==> config.mk <==
export PLATFORM = sky130hd
export DESIGN_NAME = reload_down_counter
export DESIGN_NICKNAME = d
export VERILOG_FILES = /design/src/rtl/reload_down_counter.sv
export SDC_FILE = /design/constraint.sdc
export NUM_CORES = 1
export LEC_CHECK = 0
export BUFFER_PORTS_ARGS = -buffer_cell sky130_fd_sc_hd__buf_4
export CELL_PAD_IN_SITES_DETAIL_PLACEMENT = 0
export CELL_PAD_IN_SITES_GLOBAL_PLACEMENT = 1
export CORE_MARGIN = 8
export CORE_UTILIZATION = 25
export DETAILED_ROUTE_END_ITERATION = 10
export HOLD_SLACK_MARGIN = 0.12
export PLACE_DENSITY_LB_ADDON = 0.1
export SLEW_MARGIN = 20
export SYNTH_ARGS = -nofsm -noshare
export SYNTH_HDL_FRONTEND = slang
export SYNTH_SLANG_ARGS = --single-unit
==> constraint.sdc <==
create_clock -name Clk -period 1.44 [get_ports Clk]
set_input_delay 0.144 -clock Clk [delete_from_list [all_inputs] [get_ports Clk]]
set_output_delay 0.144 -clock Clk [all_outputs]
set_load 0.03 [all_outputs]
==> src/rtl/reload_down_counter.sv <==
// reload_down_counter: down-counter with a one-entry valid/ready reload queue (Clk, Rst, Enable, Load_Valid/Load_Value/Load_Ready in; Count, Reload_Pending, Terminal_Count out)
module reload_down_counter #(
  parameter int WIDTH = 4
) (
  input  logic             Clk,
  input  logic             Rst,
  input  logic             Enable,
  input  logic             Load_Valid,
  input  logic [WIDTH-1:0] Load_Value,
  output logic             Load_Ready,
  output logic [WIDTH-1:0] Count,
  output logic             Reload_Pending,
  output logic             Terminal_Count
);
  typedef enum logic {EMPTY, ARMED} state_t;
  state_t state;
  logic [WIDTH-1:0] hold;
  assign Load_Ready = state == EMPTY;
  assign Reload_Pending = state == ARMED;
  always_ff @(posedge Clk) begin
    if (Rst) begin
      Count <= '1;
      hold <= '0;
      state <= EMPTY;
      Terminal_Count <= 1'b0;
    end else begin
      Terminal_Count <= 1'b0;
      if (state == EMPTY && Load_Valid) begin
        state <= ARMED;
        hold <= Load_Value;
      end
      if (Enable) begin
        if (Count != '0) Count <= Count - 1'b1;
        else begin
          Terminal_Count <= 1'b1;
          if (state == ARMED) begin
            Count <= hold;
            state <= EMPTY;
          end else Count <= '1;
        end
      end
    end
  end
endmodule

* Yosys cells after proc, flatten, opt, wreduce, memory -nomap -nowiden
Cells that the tools add are included.
** Storage, ports and cells
- Flip-flop bits (word level) :: 10
- Input port bits :: 8
- Output and inout port bits :: 7
** Operators by class
- $add $sub $neg :: 1
- Muxes and demuxes :: 7
- Bitwise gates (word level) :: 2
- Reductions and logical operators :: 3
** Operators by type and width (number)
- $mux 4 :: 2
- $mux 1 :: 5
- $reduce_bool 4->1 :: 1
- $sub 4x1->4 const B :: 1
- $not 1->1 :: 2
- $reduce_or 2->1 :: 1
- $logic_and 1x1->1 :: 1

* Logic depth before layout (Yosys ltp)
- Word-level depth :: 6
- Mapped depth :: 5
- Gate-level depth less buffers :: 5

* Worst setup path before layout
No wires, ideal clock.
- Kind :: reg-to-reg
- Start :: register Count[0]
- End :: register Count[0]
- Data arrival time :: 1443 ps
- Path slack :: -125 ps
- Cell stages (with the launch flop) :: 6
- Buffers on the path :: 0
- Period minus slack after synthesis :: 1565 ps
- Cell sequence :: dfxtp_1 inv_1 ha_1 nor3b_1 nand2b_1 a311o_1
** On the way
- Cells in the longest elaborated chain, start to end :: 2
** Ends and longest elaborated chain
- from (decl) :: RTL line 11 : output logic [WIDTH-1:0] Count,
- from (signal assigned) :: RTL line 33 : if (Count != '0) Count <= Count - 1'b1;
- from (signal assigned) :: RTL line 37 : Count <= hold;
- $sub 4x1->4 / $reduce_bool 4->1 (equally long branches) :: RTL line 33
- $mux 4 * :: RTL line 33
Mark *: on every way between the ends. The rest lies on a longest branch, timed or not.
A chain may end at the register's enable or synchronous reset.

* Worst setup path after layout
- Start :: register Count[0]
- End :: register Count[3]
The elaborated chain is that of the path after synthesis.

==> run_results.csv <==
group,metric,value,unit
sta,max_freq,720,MHz
detailed_routing,detail_route.wirelength,1.11,mm
grt,grt_util_all_layers,0.0706,
logic_synthesis,synth.yosys.seq_area_share,0.456,
logic_synthesis,mappedNetlistNets,56,
die,num_rows,15,
clock_network,clk_latency,0.27,ns
placement,place.port_buffers,14,
placement,post_dp_cell_area,612,µm²
setup_path,cpLargestDelayFamily,"simple AND/OR/NAND/NOR gates",
detailed_routing,routedWlPerCell,12.3,µm
clock_network,cts.sinks,10,
power_and_ir_drop,cellLeakagePower,0.313,nW
detailed_routing,detail_route.drc_violations,0,
detailed_routing,via_per_inst,4.60,
finish,post_route_cells_drive_above_1_share,0.411,
clock_network,htree_levels,1,
sta,finalMaxSlewViolations,0,
setup_path,r2r_start,"Count[0]",
setup_path,critical_path.cell_chain,"or4b_1 > a2111o_1",
setup_path,worst_r2r_path_depth,2,
power_and_ir_drop,power_switching,0.170,mW
sta,timing.max_slew.rel_slack,0.715,
setup_path,cp_data_required_time,1.60,ns
setup_path,last_element_of_the_critical_path,"Count[3]",
clock_network,post_cts.repair.setup_buffers,0,
setup_path,crit_arrival,1.55,ns
logic_synthesis,synthesis.area_per_instance,9.34,µm²
clock_network,tritoncts,"built",
power_and_ir_drop,power_switching_share,0.252,
setup_path,critical_path_peak_fanout,4,
logic_synthesis,synth.cell_area,439,µm²
finish,area_growth,61.0,%
finish,nets,83,
setup_path,critical_path.n_buffers_inverters,0,
logic_synthesis,ys_warn_count,0,
detailed_routing,drt_pre_antenna_iters,4,
power_and_ir_drop,power.share.sequential,0.449,
power_and_ir_drop,peak_vdd_ir,384,µV
placement,finalWeightedCongestion,0.702,
flow_run,max-cap-violations,0,
logic_synthesis,synthesis.instances,47,
detailed_routing,postRouteAntennaNets,0,
setup_path,critPathMaxStageDelay,0.54,ns
die,core_area,1690,µm²
setup_path,crit_path_end_kind,"flip-flop",
clock_network,cts_root_buf,"clkbuf_4",
placement,dpl.hpwl,844,µm
die,dieArea,3350,µm²
clock_network,tritoncts.num_buffers,3,
finish,commonest_cells_after_routing_fill_and_taps_aside,"buf_4, nor2_1, dfxtp_1",
sta,hold_slack_final,0.132,ns
sta,count_of_endpoints_failing_setup_in_the_final_report,0,
grt,grt_first_pass_wirelength,1.81,mm
power_and_ir_drop,power_density,958,nW/µm²
die,design.portCount,15,
setup_path,rr_endpoint,"Count[3]",
setup_path,setup.reg_to_reg.worst_slack,0.05,ns
clock_network,clock_tree.buffer_depth,2,
finish,layout.cells.most_common,"buf_4",
finish,fin_area,707,µm²
power_and_ir_drop,comb_power_share,0.173,
sta,rsz_0062_raised_after_global_routing,"false",
min_path,class_of_the_worst_hold_path,"in2reg",
sta,finalHoldViolations,0,
sta,setup_tns,0,ns
setup_path,critPathKind,"reg2reg",
power_and_ir_drop,pwr-share-clk,0.378,
sta,worst_clock_skew,0.00478,ns
logic_synthesis,netlist-cell-type-count,19,
grt,first_global_vias,418,
die,die_x,57.9,µm
placement,placedCellCount,82,
sta,worst_slew_pin_tran,0.417,ns
grt,antenna_violations_before_repair,0,
setup_path,worst_setup_path_start_kind,"flip-flop",
die,initial_utilization,0.260,
logic_synthesis,synth-seq-cells,10,
sta,share_of_the_cycle_needed_by_the_critical_path_after_routing,0.965,
sta,layout_min_cycle_time,1.39,ns
finish,final_cells,90,
detailed_routing,via_count,414,
grt,grt_max_degree,11,
finish,antennaDiodeCount,0,
clock_network,worst_setup_hold_path_clk_slew,0.07,ns
setup_path,cp-startpoint,"Count[0]",
power_and_ir_drop,cellInternalPower,0.506,mW
die,dieHeight,57.9,µm
detailed_routing,initialDrtViolationCount,9,
setup_path,cp_num_cells,2,
setup_path,critical_path.slowest_cell,"or4b_1",
run_status,status,"finished, final reports clean",
grt,globalRoute.totalOverflow,0,
-- Yosys cell counts --
library cell,count,share of area
dfxtp_1,10,0.46
a211oi_1,1,0.017
nor3b_1,1,0.017
nand2_1,1,0.0085
ha_1,1,0.028
a2111o_1,1,0.026
nand2b_1,2,0.028
nor4_1,2,0.028
inv_1,4,0.034
a2111oi_0,1,0.020
or4b_1,1,0.023
mux2i_1,4,0.091
a311o_1,2,0.046
nor3_1,2,0.023
nor2_1,8,0.068
nand3b_1,2,0.034
a211o_1,1,0.020
clkbuf_1,2,0.017
nor2b_1,1,0.014
-- flip-flops by register name (all words and copies together), names as in the netlist --
register        flops
Count               4
Terminal_Count      1
hold                4
Reload_Pending      1
-- through the flow --
step                 util  total power, mW  setup WS (ns)
global route        0.419            0.710         0.0169
floorplan               -            0.366        0.00292
global placement    0.362            0.416         0.0508
CTS                 0.407            0.682         0.0470
finish              0.419            0.677         0.0503
detailed placement  0.362            0.416         0.0520
-- routing by layer --
metal  up-vias  track usage  part of all wire
met3         2       0.0309             0.079
met5         -            0                 0
met4         0       0.0524             0.016
li1        221            -                 -
met1       176       0.0775              0.48
met2        15        0.105              0.43
-- layout make-up --
| cell class | count | area [µm²] |
|---|---|---|
| repair buffers | 24 | 190 |
| inverters | 4 | 15.0 |
| fillers | 177 | 982 |
| flip-flops and latches | 10 | 204 |
| clock buffers | 4 | 36.3 |
| multi-input cells | 31 | 240 |
| well taps | 17 | 21.3 |
-- kinds of logic after synthesis --
kind of cell    after synthesis  synth area share
simple gates                 20             0.245
mux                           4            0.0912
flops                        10             0.456
compound gates                6             0.128
fa+ha+maj                     1            0.0285
buf+inv                       6            0.0513
-- worst min path at each step --
stage | from | to | slack (ns) | depth (start not counted)
after floorplan | Load_Value[0] | hold[0] | 0.29 | 2
after global placement | Load_Value[3] | hold[3] | 0.38 | 3
after detailed placement | Load_Value[3] | hold[3] | 0.39 | 3
after CTS | Rst | hold[3] | 0.13 | 2
after global routing | Rst | hold[1] | 0.14 | 2
final | Rst | hold[3] | 0.13 | 2
-- power by group through the flow --
stage	sequential (mW)	combinational, mW	clock, mW
3_3_place_gp	0.310	0.106	0
4_1_cts	0.304	0.114	0.264
6_report	0.304	0.117	0.256
3_5_place_dp	0.311	0.105	0
2_1_floorplan	0.323	0.0429	0
5_1_grt	0.307	0.131	0.273
-- timing repair --
| item | CTS | global route |
|---|---|---|
| hold buffers | 4 | 0 |
| endpoints found under the setup margin | 0 | 2 |
| resized for setup | 0 | 4 |
| hold endpoints to repair | 4 | 0 |
Note: power is estimated with default switching activity, not from simulation.
